==> config.mk <==
export PLATFORM = sky130hd
export DESIGN_NAME = spi_in_fifo
export DESIGN_NICKNAME = d
export VERILOG_FILES = /design/src/rtl/spi_in_fifo.sv
export SDC_FILE = /design/constraint.sdc
export NUM_CORES = 1
export LEC_CHECK = 0
export ABC_AREA = 0
export BUFFER_PORTS_ARGS = -buffer_cell sky130_fd_sc_hd__buf_2
export CORE_AREA = 2 2 101 103
export CTS_BUF_LIST = sky130_fd_sc_hd__clkbuf_8 sky130_fd_sc_hd__clkbuf_16
export DETAILED_ROUTE_END_ITERATION = 7
export DIE_AREA = 0 0 103 105
export GPL_TIMING_DRIVEN = 0
export SETUP_SLACK_MARGIN = 0.1
export SLEW_MARGIN = 10
export SYNTH_ARGS = -nofsm -noshare
export SYNTH_HDL_FRONTEND = slang
export SYNTH_SLANG_ARGS = --single-unit
==> constraint.sdc <==
create_clock -name clock -period 2.5 [get_ports clock]
set_clock_uncertainty 0.05 [all_clocks]
set_input_delay 0.375 -clock clock [delete_from_list [all_inputs] [get_ports clock]]
set_output_delay 0.375 -clock clock [all_outputs]
set_load 0.01 [all_outputs]
==> src/rtl/spi_in_fifo.sv <==
// rtl/spi_in_fifo.sv - oversampled SPI slave receiver feeding a WIDTH-bit word FIFO
// Define SPI_IN_FRAME_ERR_EN to add the sticky frameErr output for words cut short by csN.
module spi_in_fifo #(
  parameter int unsigned WIDTH     = 16,
  parameter int unsigned DEPTH     = 4,
  parameter bit          CPOL      = 1'b0,
  parameter bit          CPHA      = 1'b0,
  parameter bit          LSB_FIRST = 1'b0,
  localparam int unsigned LW       = $clog2(DEPTH + 1)
) (
  input  logic             clock,
  input  logic             resetN,
  input  logic             sclk,
  input  logic             mosi,
  input  logic             slaveChipSelectN,
  output logic [WIDTH-1:0] rdData,
  output logic             rdValid,
  input  logic             rdReady,
  output logic [LW-1:0]    level,
  output logic             overrun,
`ifdef SPI_IN_FRAME_ERR_EN
  output logic             frameErr,
`endif
  input  logic             clearOverrun
);

  localparam int unsigned   PW       = (DEPTH > 1) ? $clog2(DEPTH) : 1;
  localparam int unsigned   BW       = $clog2(WIDTH);
  localparam logic [BW-1:0] LAST_BIT = BW'(WIDTH - 1);
  localparam logic [LW-1:0] FULL_LVL = LW'(DEPTH);

  // [0] first stage, [1] synchronised value, [2] previous synchronised sclk for edge detect
  logic [2:0]       sclk_sync_q, sclk_sync_d;
  logic [1:0]       mosi_sync_q, mosi_sync_d;
  logic [1:0]       cs_sync_q, cs_sync_d;

  logic [BW-1:0]    bit_cnt_q, bit_cnt_d;
  logic [WIDTH-1:0] shift_q, shift_d;
  logic [WIDTH-1:0] mem_q [DEPTH];
  logic [WIDTH-1:0] mem_d [DEPTH];
  logic [PW-1:0]    wr_ptr_q, wr_ptr_d;
  logic [PW-1:0]    rd_ptr_q, rd_ptr_d;
  logic [LW-1:0]    level_q, level_d;
  logic             overrun_q, overrun_d;
`ifdef SPI_IN_FRAME_ERR_EN
  logic             frame_err_q, frame_err_d;
`endif

  logic             cs_active;
  logic             sample_edge;
  logic             push_req;
  logic             push_ok;
  logic             pop;
  logic             fifo_full;
  logic [WIDTH-1:0] shift_next;

  always_comb begin
    sclk_sync_d = {sclk_sync_q[1:0], sclk};
    mosi_sync_d = {mosi_sync_q[0], mosi};
    cs_sync_d   = {cs_sync_q[0], slaveChipSelectN};
  end

  assign cs_active = ~cs_sync_q[1];

  always_comb begin
    if (CPOL == CPHA) begin
      sample_edge = sclk_sync_q[1] & ~sclk_sync_q[2];
    end else begin
      sample_edge = ~sclk_sync_q[1] & sclk_sync_q[2];
    end
  end

  always_comb begin
    if (LSB_FIRST) begin
      shift_next = {mosi_sync_q[1], shift_q[WIDTH-1:1]};
    end else begin
      shift_next = {shift_q[WIDTH-2:0], mosi_sync_q[1]};
    end
  end

  always_comb begin
    bit_cnt_d = bit_cnt_q;
    shift_d   = shift_q;
    push_req  = 1'b0;
    if (!cs_active) begin
      bit_cnt_d = '0;
      shift_d   = '0;
    end else if (sample_edge) begin
      shift_d = shift_next;
      if (bit_cnt_q == LAST_BIT) begin
        bit_cnt_d = '0;
        push_req  = 1'b1;
      end else begin
        bit_cnt_d = bit_cnt_q + BW'(1);
      end
    end
  end

  // A pop in the same cycle frees the slot, so a full FIFO can still accept the push
  assign fifo_full = (level_q == FULL_LVL);
  assign pop       = (level_q != '0) & rdReady;
  assign push_ok   = push_req & (~fifo_full | pop);

  always_comb begin
    mem_d    = mem_q;
    wr_ptr_d = wr_ptr_q;
    rd_ptr_d = rd_ptr_q;
    level_d  = level_q;
    if (push_ok) begin
      mem_d[wr_ptr_q] = shift_next;
      wr_ptr_d        = wr_ptr_q + PW'(1);
    end
    if (pop) begin
      rd_ptr_d = rd_ptr_q + PW'(1);
    end
    case ({push_ok, pop})
      2'b10:   level_d = level_q + LW'(1);
      2'b01:   level_d = level_q - LW'(1);
      default: level_d = level_q;
    endcase
  end

  always_comb begin
    overrun_d = overrun_q;
    if (clearOverrun) begin
      overrun_d = 1'b0;
    end
    if (push_req && fifo_full && !pop) begin
      overrun_d = 1'b1;
    end
  end

`ifdef SPI_IN_FRAME_ERR_EN
  // bit_cnt is only non-zero on the first deselected cycle when a word was cut short
  always_comb begin
    frame_err_d = frame_err_q;
    if (clearOverrun) begin
      frame_err_d = 1'b0;
    end
    if (!cs_active && (bit_cnt_q != '0)) begin
      frame_err_d = 1'b1;
    end
  end
`endif

  always_ff @(posedge clock) begin
    if (!resetN) begin
      sclk_sync_q <= {3{CPOL}};
      mosi_sync_q <= '0;
      cs_sync_q   <= 2'b11;
      bit_cnt_q   <= '0;
      shift_q     <= '0;
      mem_q       <= '{default: '0};
      wr_ptr_q    <= '0;
      rd_ptr_q    <= '0;
      level_q     <= '0;
      overrun_q   <= 1'b0;
`ifdef SPI_IN_FRAME_ERR_EN
      frame_err_q <= 1'b0;
`endif
    end else begin
      sclk_sync_q <= sclk_sync_d;
      mosi_sync_q <= mosi_sync_d;
      cs_sync_q   <= cs_sync_d;
      bit_cnt_q   <= bit_cnt_d;
      shift_q     <= shift_d;
      mem_q       <= mem_d;
      wr_ptr_q    <= wr_ptr_d;
      rd_ptr_q    <= rd_ptr_d;
      level_q     <= level_d;
      overrun_q   <= overrun_d;
`ifdef SPI_IN_FRAME_ERR_EN
      frame_err_q <= frame_err_d;
`endif
    end
  end

  assign rdValid = (level_q != '0);
  assign rdData  = rdValid ? mem_q[rd_ptr_q] : '0;
  assign level   = level_q;
  assign overrun = overrun_q;
`ifdef SPI_IN_FRAME_ERR_EN
  assign frameErr = frame_err_q;
`endif

endmodule
# --- After elaboration in Yosys (flattened, before gate mapping) ---
# Index checks and enable logic that the tools add are counted.
word_totals:
  regBits: 98
  inputBits: 7
  output_inout_bits: 21
  word_cells: 56
classes:
  n_addsub: 5
  n_lt_le_gt_ge: 3
  eq_ne: 4
  mux: 14
  bitwise: 9
  n_reduce_logical: 8
ops:
  columns: ["cell", "count"]
  rows:
  - ["$bwmux W64", 1]
  - ["$mux W16", 4]
  - ["$bmux W16 S2", 1]
  - ["$demux W16 S2", 1]
  - ["$ge A3 B3 Y1 const B", 2]
  - ["$not A2 Y3", 2]
  - ["$pmux W3 S2", 1]
  - ["$mux W1", 5]
  - ["$add A2 B1 Y2 const B", 2]
  - ["$add A4 B1 Y4 const B", 1]
  - ["$eq A4 B4 Y1 const B", 1]
  - ["$mux W4", 1]
  - ["$reduce_bool A2 Y1", 2]
  - ["$add A3 B1 Y3 const B", 1]
  - ["$and A1 B1 Y1", 3]
  - ["$eq A3 B3 Y1 const B", 1]
  - ["$logic_and A1 B1 Y1", 3]
  - ["$lt A3 B1 Y1 const B", 1]
  - ["$not A1 Y1", 3]
  - ["$reduce_bool A3 Y1", 1]
  - ["$sub A3 B1 Y3 const B", 1]
  - ["$eq A2 B1 Y1 const B", 1]
  - ["$eq A2 B2 Y1 const B", 1]
  - ["$reduce_or A2 Y1", 1]
  - ["2 further kinds", 2]

# --- Logic depth before layout (Yosys ltp) ---
# Gate-level depths: netlist of the first run.
depth:
  ltp_word: 7
  mapped_depth: 11
  mapped_depth_nobuf: 10

# --- Worst setup path after synthesis of the first run ---
# No wires, ideal clock.
synth_path:
  path_kind: "register to register"
  startpoint: "register level_q[0] (netlist: level[0])"
  endpoint: "register level_q[2] (netlist: level[2])"
  setup_ns: 0.070
  t_arrival_ns: 2.464
  required_time_ns: 2.380
  setup_slack_ns: -0.084
  stages_incl_launch_ff: 11
  path_buffers: 1
  period_less_slack_ns: 2.584
  cell_sequence: "dfxtp_1 -> or4b_1 -> buf_6 -> and3_2 -> inv_1 -> ha_1 -> inv_1 -> fa_1 -> xor2_1 -> or3_1 -> a21oi_1"
synth_between:
  elab_chain_cells: 6
  word_cells_on_any_way: 12
  classes_between: "add/sub: 2; eq/ne: 3; mux: 1; bitwise: 4; reduce/logical: 2"
synth_rtl:
  columns: ["item", "line_no", "source"]
  rows:
  - ["from (decl)", "43", "logic [LW-1:0] level_q, level_d;"]
  - ["from (signal assigned)", "170", "level_q <= level_d;"]
  - ["$reduce_bool A3 Y1 or $eq A3 B3 Y1 (tied branches)", "101, 100", null]
  - ["$and A1 B1 Y1 or $not A1 Y1 (tied branches)", "101, 102", null]
  - ["$or A1 B1 Y1", "102", "assign push_ok = push_req & (~fifo_full | pop);"]
  - ["$and A1 B1 Y1", "102", null]
  - ["$eq A2 B1 Y1 or $eq A2 B2 Y1 (tied branches)", "116", "case ({push_ok, pop})"]
  - ["$pmux W3 S2 or $reduce_bool A2 Y1 (tied branches)", null, null]
# Several ways; a longest one is shown, not always the timed one.
# A chain may end at the register's enable or synchronous reset.

# --- Worst setup path in the final report of the first run ---
layout_path:
  startpoint: "register level_q[1] (netlist: level[1])"
  endpoint: "register level_q[2] (netlist: level[2])"
# The elaborated chain is that of the path after synthesis.

==> results of run 1 <==
[flip-flops by register name, summed over array words and instances (netlist names), 3 cells and up]
| signal | flops |
|---|---|
| sclk_sync_q | 3 |
| level | 3 |
| shift_q | 15 |
| bit_cnt_q | 4 |
| mem_q | 64 |
[cell type report]
type,instances,area share
clock buffer,9,0.0250
tap,133,0.0336
clock inverter,7,0.0192
inverter,9,0.00682
sequential,98,0.399
timing repair buffer,35,0.0420
buffer,27,0.0422
multi-input combinational,285,0.432
[stage by stage]
stage | TNS (ns) | hold slack (ns) | total power [uW] | worst slack, ns
floorplan | 0 | 0.336 | 1640 | 0.0692
global placement | -0.109 | 0.341 | 1660 | -0.109
detailed placement | -0.440 | 0.351 | 1660 | -0.150
CTS | 0 | 0.127 | 2760 | 0.0674
global route | -0.0182 | 0.141 | 2830 | -0.0182
finish | 0 | 0.138 | 2730 | 0.0662
[cells by family (layout without fill, tap and decap cells)]
family,after synthesis,in the layout,share of synthesized area
and+or+nand+nor,166,166,0.188
DFF,98,98,0.458
muxes,82,82,0.239
buffers and inverters,36,87,0.0500
AOI/OAI and AO/OA,25,25,0.0325
adders and majority gates,7,7,0.0222
xor gates and xnor gates,5,5,0.0102
[what timing repair did]
item,4_1_cts,5_1_grt
resized for setup,14,3
buffers inserted,6,2
endpoints found under the setup margin,18,10
pin swaps,1,1
[worst max path at each step]
stage | from | to
detailed placement | rdReady | level[2]$_SDFFE_PN0P_
CTS | level[1]$_SDFFE_PN0P_ | level[2]$_SDFFE_PN0P_
finish | level[1]$_SDFFE_PN0P_ | level[2]$_SDFFE_PN0P_
floorplan | rdReady | level[2]$_SDFFE_PN0P_
global route | level[1]$_SDFFE_PN0P_ | level[2]$_SDFFE_PN0P_
global placement | rdReady | level[2]$_SDFFE_PN0P_
[metal layers]
metal	track usage	wire length, um
met5	0	0
met4	0.0526	96
met3	0.0341	246
met2	0.294	4440
met1	0.239	4300
[where the power goes]
part	total [uW]	switching (uW)	internal [uW]
Sequential	1560	2.74	1560
Combinational	56.8	43.8	13.0
Clock	1110	547	561
Total	2730	593	2140
[synth_stat cells]
cell type and count:
nor3b_4 1, and2_1 5, and3_1 1, nor3_1 1
or4b_1 1, buf_2 5, o311ai_0 1, a311oi_1 1
mux4_2 16, nand4_4 4, mux2i_1 66, o21ai_0 1
nor2_1 6, or3_1 2, nor2b_1 17, inv_1 9
a21oi_1 20, a41oi_1 1, nand2_1 119, or2b_1 1
nand3_1 1, nand3b_1 2, dfxtp_1 98, and3_2 1
nand2b_1 4, ha_1 6, o31ai_1 1, buf_6 1
fa_1 1, clkbuf_1 17, xor2_1 5, buf_12 4
==> metrics.md, run 1 <==
| Metric | Value |
|---|---|
| Status | complete, no violations |
| Worst r2r path cells | 10 |
| First-pass GRT wire length | 14,800 um |
| Worst-Margin Slew | 0.645 ns |
| Worst Hold Endpoint | cs_sync_q[0]$_SDFF_PN1_ |
| Crit path max-delay cell type | or4b_4 |
| Headroom to the max-slew limit | 0.570 |
| Register area share after synthesis | 0.458 |
| Final hold violation count | 0 |
| Fin cells | 603 |
| DRC viols | 0 |
| Crit start category | flop |
| Reg2reg end | level[2]$_SDFFE_PN0P_ |
| DP HPWL | 6400 um |
| Crit path kind | flop to flop |
| Synth top area share | 0.458 |
| Fill cells | 911 |
| LEAKAGE | 0.00214 uW |
| Final core occ | 0.514 |
| Die height | 105 um |
| Placed insts | 579 |
| Max Slew Vio Count | 0 |
| Via count | 2,949 |
| Synth area leaders | dfxtp_1 46%, mux2i_1 15%, nand2_1 10% |
| Reg-to-reg startpoint | level[1]$_SDFFE_PN0P_ |
| Setup violators final | 0 |
| Clock Pin Slew Worst Setup and Hold Paths | 0.09 ns |
| R2r setup slk | 0.07 ns |
| Share of cells above drive strength 1 | 0.200 |
| Critical Path Max Stage Delay | 0.54 ns |
| Antenna violations before repair | 0 |
| Post-synth cell types | 32 |
| Hold Path Class | input port to flop |
| Clock sinks | 98 |
| N_diodes | 0 |
| Initial detailed-routing violation count | 110 |
| Routed Antenna Nets | 0 |
| Tmin final | 2.43 ns |
| Cell mode on critical path | inv_2 |
| Avg Inst Size Synth | 10.2 um^2 |
| Drt pass-1 iters | 4 |
| Sequential Area | 0.00197 mm^2 |
| CP required | 2.74 ns |
| Worst setup EP type | flop |
| CTS tree | built |
| Synth area leader | dfxtp_1 |
| Htree depth | 3 |
| Crit path max-delay family | simple AND/OR/NAND/NOR gates |
| Gr ovfl total | 0 |
| RSZ-0062 raised after global routing | true |
| Final Instance Area | 0.00495 mm^2 |
| Worst vdd ir | 0.291 mV |
| Post-CTS Hold Buffers | 0 |
| Max-cap violations | 0 |
| Gate Count Post-Synth | 419 |
| Flops & latches, synth | 98 |
| Total GRT Usage | 0.180 |
| Critical Path Fanout Max | 2 |
| P&R area growth vs syn | 15.7% |
| CTS max path bufs | 2 |
| # nets final | 479 |
| I/O pins | 28 |
| Clock tree root buffer cell | clkbuf_8 |
| Placed inst area | 0.00461 mm^2 |
| WP buf/inv | 3 |
| Final Cycle Share | 0.974 |
| Worst-path cell chain | or4b_4, buf_8, and3_4, inv_2, ha_4, inv_2, fa_2, xor2_1, or3_1, a21oi_2 |
| Syn nets | 433 |
| Drt via density | 4.89 |
| Hold Path Depth | 2 |
| Most frequent cells in the layout | 119 x nand2_1, 94 x dfxtp_1, 66 x mux2i_1 |
| Post-detailed-route wirelength per cell | 15.1 um |
| Site Rows | 36 |
| Largest net degree at the start of global routing | 17 |
| FMAX | 0.411 GHz |
| Vias in the first global route | 2,945 |
| Core Region | 0.00964 mm^2 |
| Mapped cell area | 0.00428 mm^2 |
| Clock buffers created by TritonCTS | 9 |
| Die width | 103 um |
| Clock Latency Late Sink | 0.36 ns |
| Multi-input logic area | 0.00214 mm^2 |
| Ys Warns | 0 |
| Port bufs | 27 |
| Routability cong. | 0.748 |
| Final WL | 9080 um |
| Initial core utilization | 0.444 |
| Critical Path AT | 2.67 ns |
| Crit path depth | 10 |
| Commonest non-fill, non-tap cell in the layout | nand2_1 |
| Pwr/cell area | 551 mW/mm^2 |
| Worst Hold Launch | slaveChipSelectN |
| Total die area | 0.0108 mm^2 |
(Power assumes the default switching activity.)
==> run 2: changes to the inputs <==
--- a/config.mk
+++ b/config.mk
@@ -7,11 +7,11 @@
 export LEC_CHECK = 0
 export ABC_AREA = 0
 export BUFFER_PORTS_ARGS = -buffer_cell sky130_fd_sc_hd__buf_2
-export CORE_AREA = 2 2 101 103
+export CORE_AREA = 2 2 93 95
 export CTS_BUF_LIST = sky130_fd_sc_hd__clkbuf_8 sky130_fd_sc_hd__clkbuf_16
 export DETAILED_ROUTE_END_ITERATION = 7
-export DIE_AREA = 0 0 103 105
-export GPL_TIMING_DRIVEN = 0
+export DIE_AREA = 0 0 95 97
+export PLACE_DENSITY = 0.73
 export SETUP_SLACK_MARGIN = 0.1
 export SLEW_MARGIN = 10
 export SYNTH_ARGS = -nofsm -noshare
==> metrics.md, run 2 (synthesis results as in run 1) <==
| Metric | Value |
|---|---|
| Status | complete, no violations (unchanged) |
| Port bufs | 27 (unchanged) |
| R2r setup slk | 0.14 ns (was 0.07 ns) |
| DP HPWL | 5130 um (was 6400 um) |
| Crit path kind | flop to flop (unchanged) |
| Site Rows | 33 (was 36) |
| Hold Path Class | input port to flop (unchanged) |
| N_diodes | 0 (unchanged) |
| Initial detailed-routing violation count | 216 (was 110) |
| CTS max path bufs | 2 (unchanged) |
| Worst hold slack | 0.147 ns (was 0.138 ns) |
| Die height | 97 um (was 105 um) |
| Drt pass-1 iters | 4 (unchanged) |
| Via count | 2,934 (was 2,949) |
| Vias in the first global route | 2,794 (was 2,945) |
| Final Instance Area | 0.00471 mm^2 (was 0.00495 mm^2) |
| CP required | 2.74 ns (about the same) |
| Hold Path Depth | 2 (unchanged) |
| Core Region | 0.00813 mm^2 (was 0.00964 mm^2) |
| Clock Latency Late Sink | 0.36 ns (about the same) |
| Share of cells above drive strength 1 | 0.189 (was 0.200) |
| Routability cong. | 0.708 (was 0.748) |
| Final hold violation count | 0 (unchanged) |
| Reg-to-reg startpoint | level[1]$_SDFFE_PN0P_ (unchanged) |
| Top reg by flops | mem_q (unchanged) |
| Most frequent cells in the layout | 119 x nand2_1, 95 x dfxtp_1, 66 x mux2i_1 (was 119 x nand2_1, 94 x dfxtp_1, 66 x mux2i_1) |
| Crit start category | flop (unchanged) |
| Antenna violations before repair | 0 (unchanged) |
| Drt via density | 5.34 (was 4.89) |
| Worst r2r path cells | 9 (was 10) |
| Largest net degree at the start of global routing | 87 (was 17) |
| Max-cap violations | 0 (unchanged) |
| LEAKAGE | 0.00205 uW (was 0.00214 uW) |
| Fill cells | 694 (was 911) |
| Clock buffers created by TritonCTS | 9 (unchanged) |
| Clock sinks | 98 (unchanged) |
| Setup violators final | 0 (unchanged) |
| RSZ-0062 raised after global routing | true (unchanged) |
| Max Slew Vio Count | 0 (unchanged) |
| Placed insts | 532 (was 579) |
| Critical Path Fanout Max | 5 (was 2) |
| Worst Hold Launch | slaveChipSelectN (unchanged) |
| Reg2reg end | level[2]$_SDFFE_PN0P_ (unchanged) |
| Worst-Margin Slew | 0.719 ns (was 0.645 ns) |
| Clock Pin Slew Worst Setup and Hold Paths | 0.09 ns (about the same) |
| Setup TNS | 0 ns (unchanged) |
| Worst vdd ir | 0.262 mV (was 0.291 mV) |
| Total design power | 2720 uW (was 2730 uW) |
| Max reg flops | 64 (unchanged) |
| I/O pins | 28 (unchanged) |
| Routed Antenna Nets | 0 (unchanged) |
| Htree depth | 3 (unchanged) |
| Tmin final | 2.36 ns (was 2.43 ns) |
| Final WL | 7940 um (was 9080 um) |
| Largest registers | mem_q: 64 flops, shift_q: 15 flops, bit_cnt_q: 4 flops (unchanged) |
| P&R area growth vs syn | 9.97% (was 15.7%) |
| Fin cells | 549 (was 603) |
| CTS tree | built (unchanged) |
| DRC viols | 0 (unchanged) |
| Die width | 95 um (was 103 um) |
| Gr ovfl total | 0 (unchanged) |
| Worst setup EP type | flop (unchanged) |
| Commonest non-fill, non-tap cell in the layout | nand2_1 (unchanged) |
| Worst Hold Endpoint | cs_sync_q[0]$_SDFF_PN1_ (unchanged) |
| Placed inst area | 0.00447 mm^2 (was 0.00461 mm^2) |
| Initial core utilization | 0.526 (was 0.444) |
| First-pass GRT wire length | 13,200 um (was 14,800 um) |
| Total GRT Usage | 0.183 (was 0.180) |
| Post-detailed-route wirelength per cell | 14.5 um (was 15.1 um) |
| Clock tree root buffer cell | clkbuf_8 (unchanged) |
| Pwr/cell area | 579 mW/mm^2 (was 551 mW/mm^2) |
| Critical Path AT | 2.60 ns (was 2.67 ns) |
| Final Cycle Share | 0.944 (was 0.974) |
| # nets final | 454 (was 479) |
| Headroom to the max-slew limit | 0.521 (was 0.570) |
| Total die area | 0.00922 mm^2 (was 0.0108 mm^2) |
| FMAX | 0.424 GHz (was 0.411 GHz) |
run 2: changes by cell type in the layout (fill, tap and decap cells not counted), sizes merged:
| cell | previous run | this run |
|---|---|---|
| buf | 45 | 37 |
| clkbuf | 26 | 9 |
| clkinv | 1 | 3 |
| clkinvlp | 3 | 0 |
run 2: area by class of cell:
class                   count  area [um^2]  share of cell area
clock inverters             6         91.3              0.0194
well taps                 105          131              0.0279
inverters                   9         33.8             0.00718
repair buffers             37          223              0.0473
flip-flops and latches     98         1970               0.418
multi-input cells         285         2130               0.454
clock buffers               9          124              0.0263
run 2: worst max-delay path: stages, from the launching register on:
cell and delay, ns:
dfxtp_4 0.37, or4b_4 0.52, and3_4 0.18, inv_2 0.06, ha_4 0.13, inv_2 0.04
fa_2 0.34, xor2_1 0.15, or3_1 0.33, a21oi_2 0.14
run 2: where the power goes:
part	switching (uW)	internal, uW	total [uW]
Combinational	36.1	12.8	48.9
Clock	544	564	1110
Sequential	2.80	1560	1570
Total	583	2140	2720
run 2: stage by stage:
stage	worst slack (ns)	util
after global routing	0.0724	0.579
final	0.139	0.579
after floorplan	0.0692	-
after detailed placement	0.0345	0.549
after CTS	0.172	0.576
after global placement	0.0551	0.549
run 2: how the worst max path moves through the flow:
stage | start | endpoint | slack, ns | cells past startpoint
after floorplan | rdReady | level[2]$_SDFFE_PN0P_ | 0.07 | 10
after global placement | rdReady | level[2]$_SDFFE_PN0P_ | 0.06 | 10
after detailed placement | rdReady | level[2]$_SDFFE_PN0P_ | 0.03 | 10
after CTS | level[1]$_SDFFE_PN0P_ | level[2]$_SDFFE_PN0P_ | 0.17 | 9
after global routing | level[1]$_SDFFE_PN0P_ | level[2]$_SDFFE_PN0P_ | 0.07 | 9
final | level[1]$_SDFFE_PN0P_ | level[2]$_SDFFE_PN0P_ | 0.14 | 9
run 2: metal layers:
layer / GRT usage / up-vias / part of all wire
met5: 0 / - / 0
met4: 0.0736 / 0 / 0.016
met3: 0.0304 / 12 / 0.032
met2: 0.283 / 54 / 0.48
met1: 0.254 / 1414 / 0.48
li1: - / 1454 / -
run 2: timing repair:
action / 4_1_cts / 5_1_grt
gates resized for setup: 0 / 2
setup endpoints to repair: 0 / 1
setup buffers: 0 / 2
hold buffers: 0 / 0
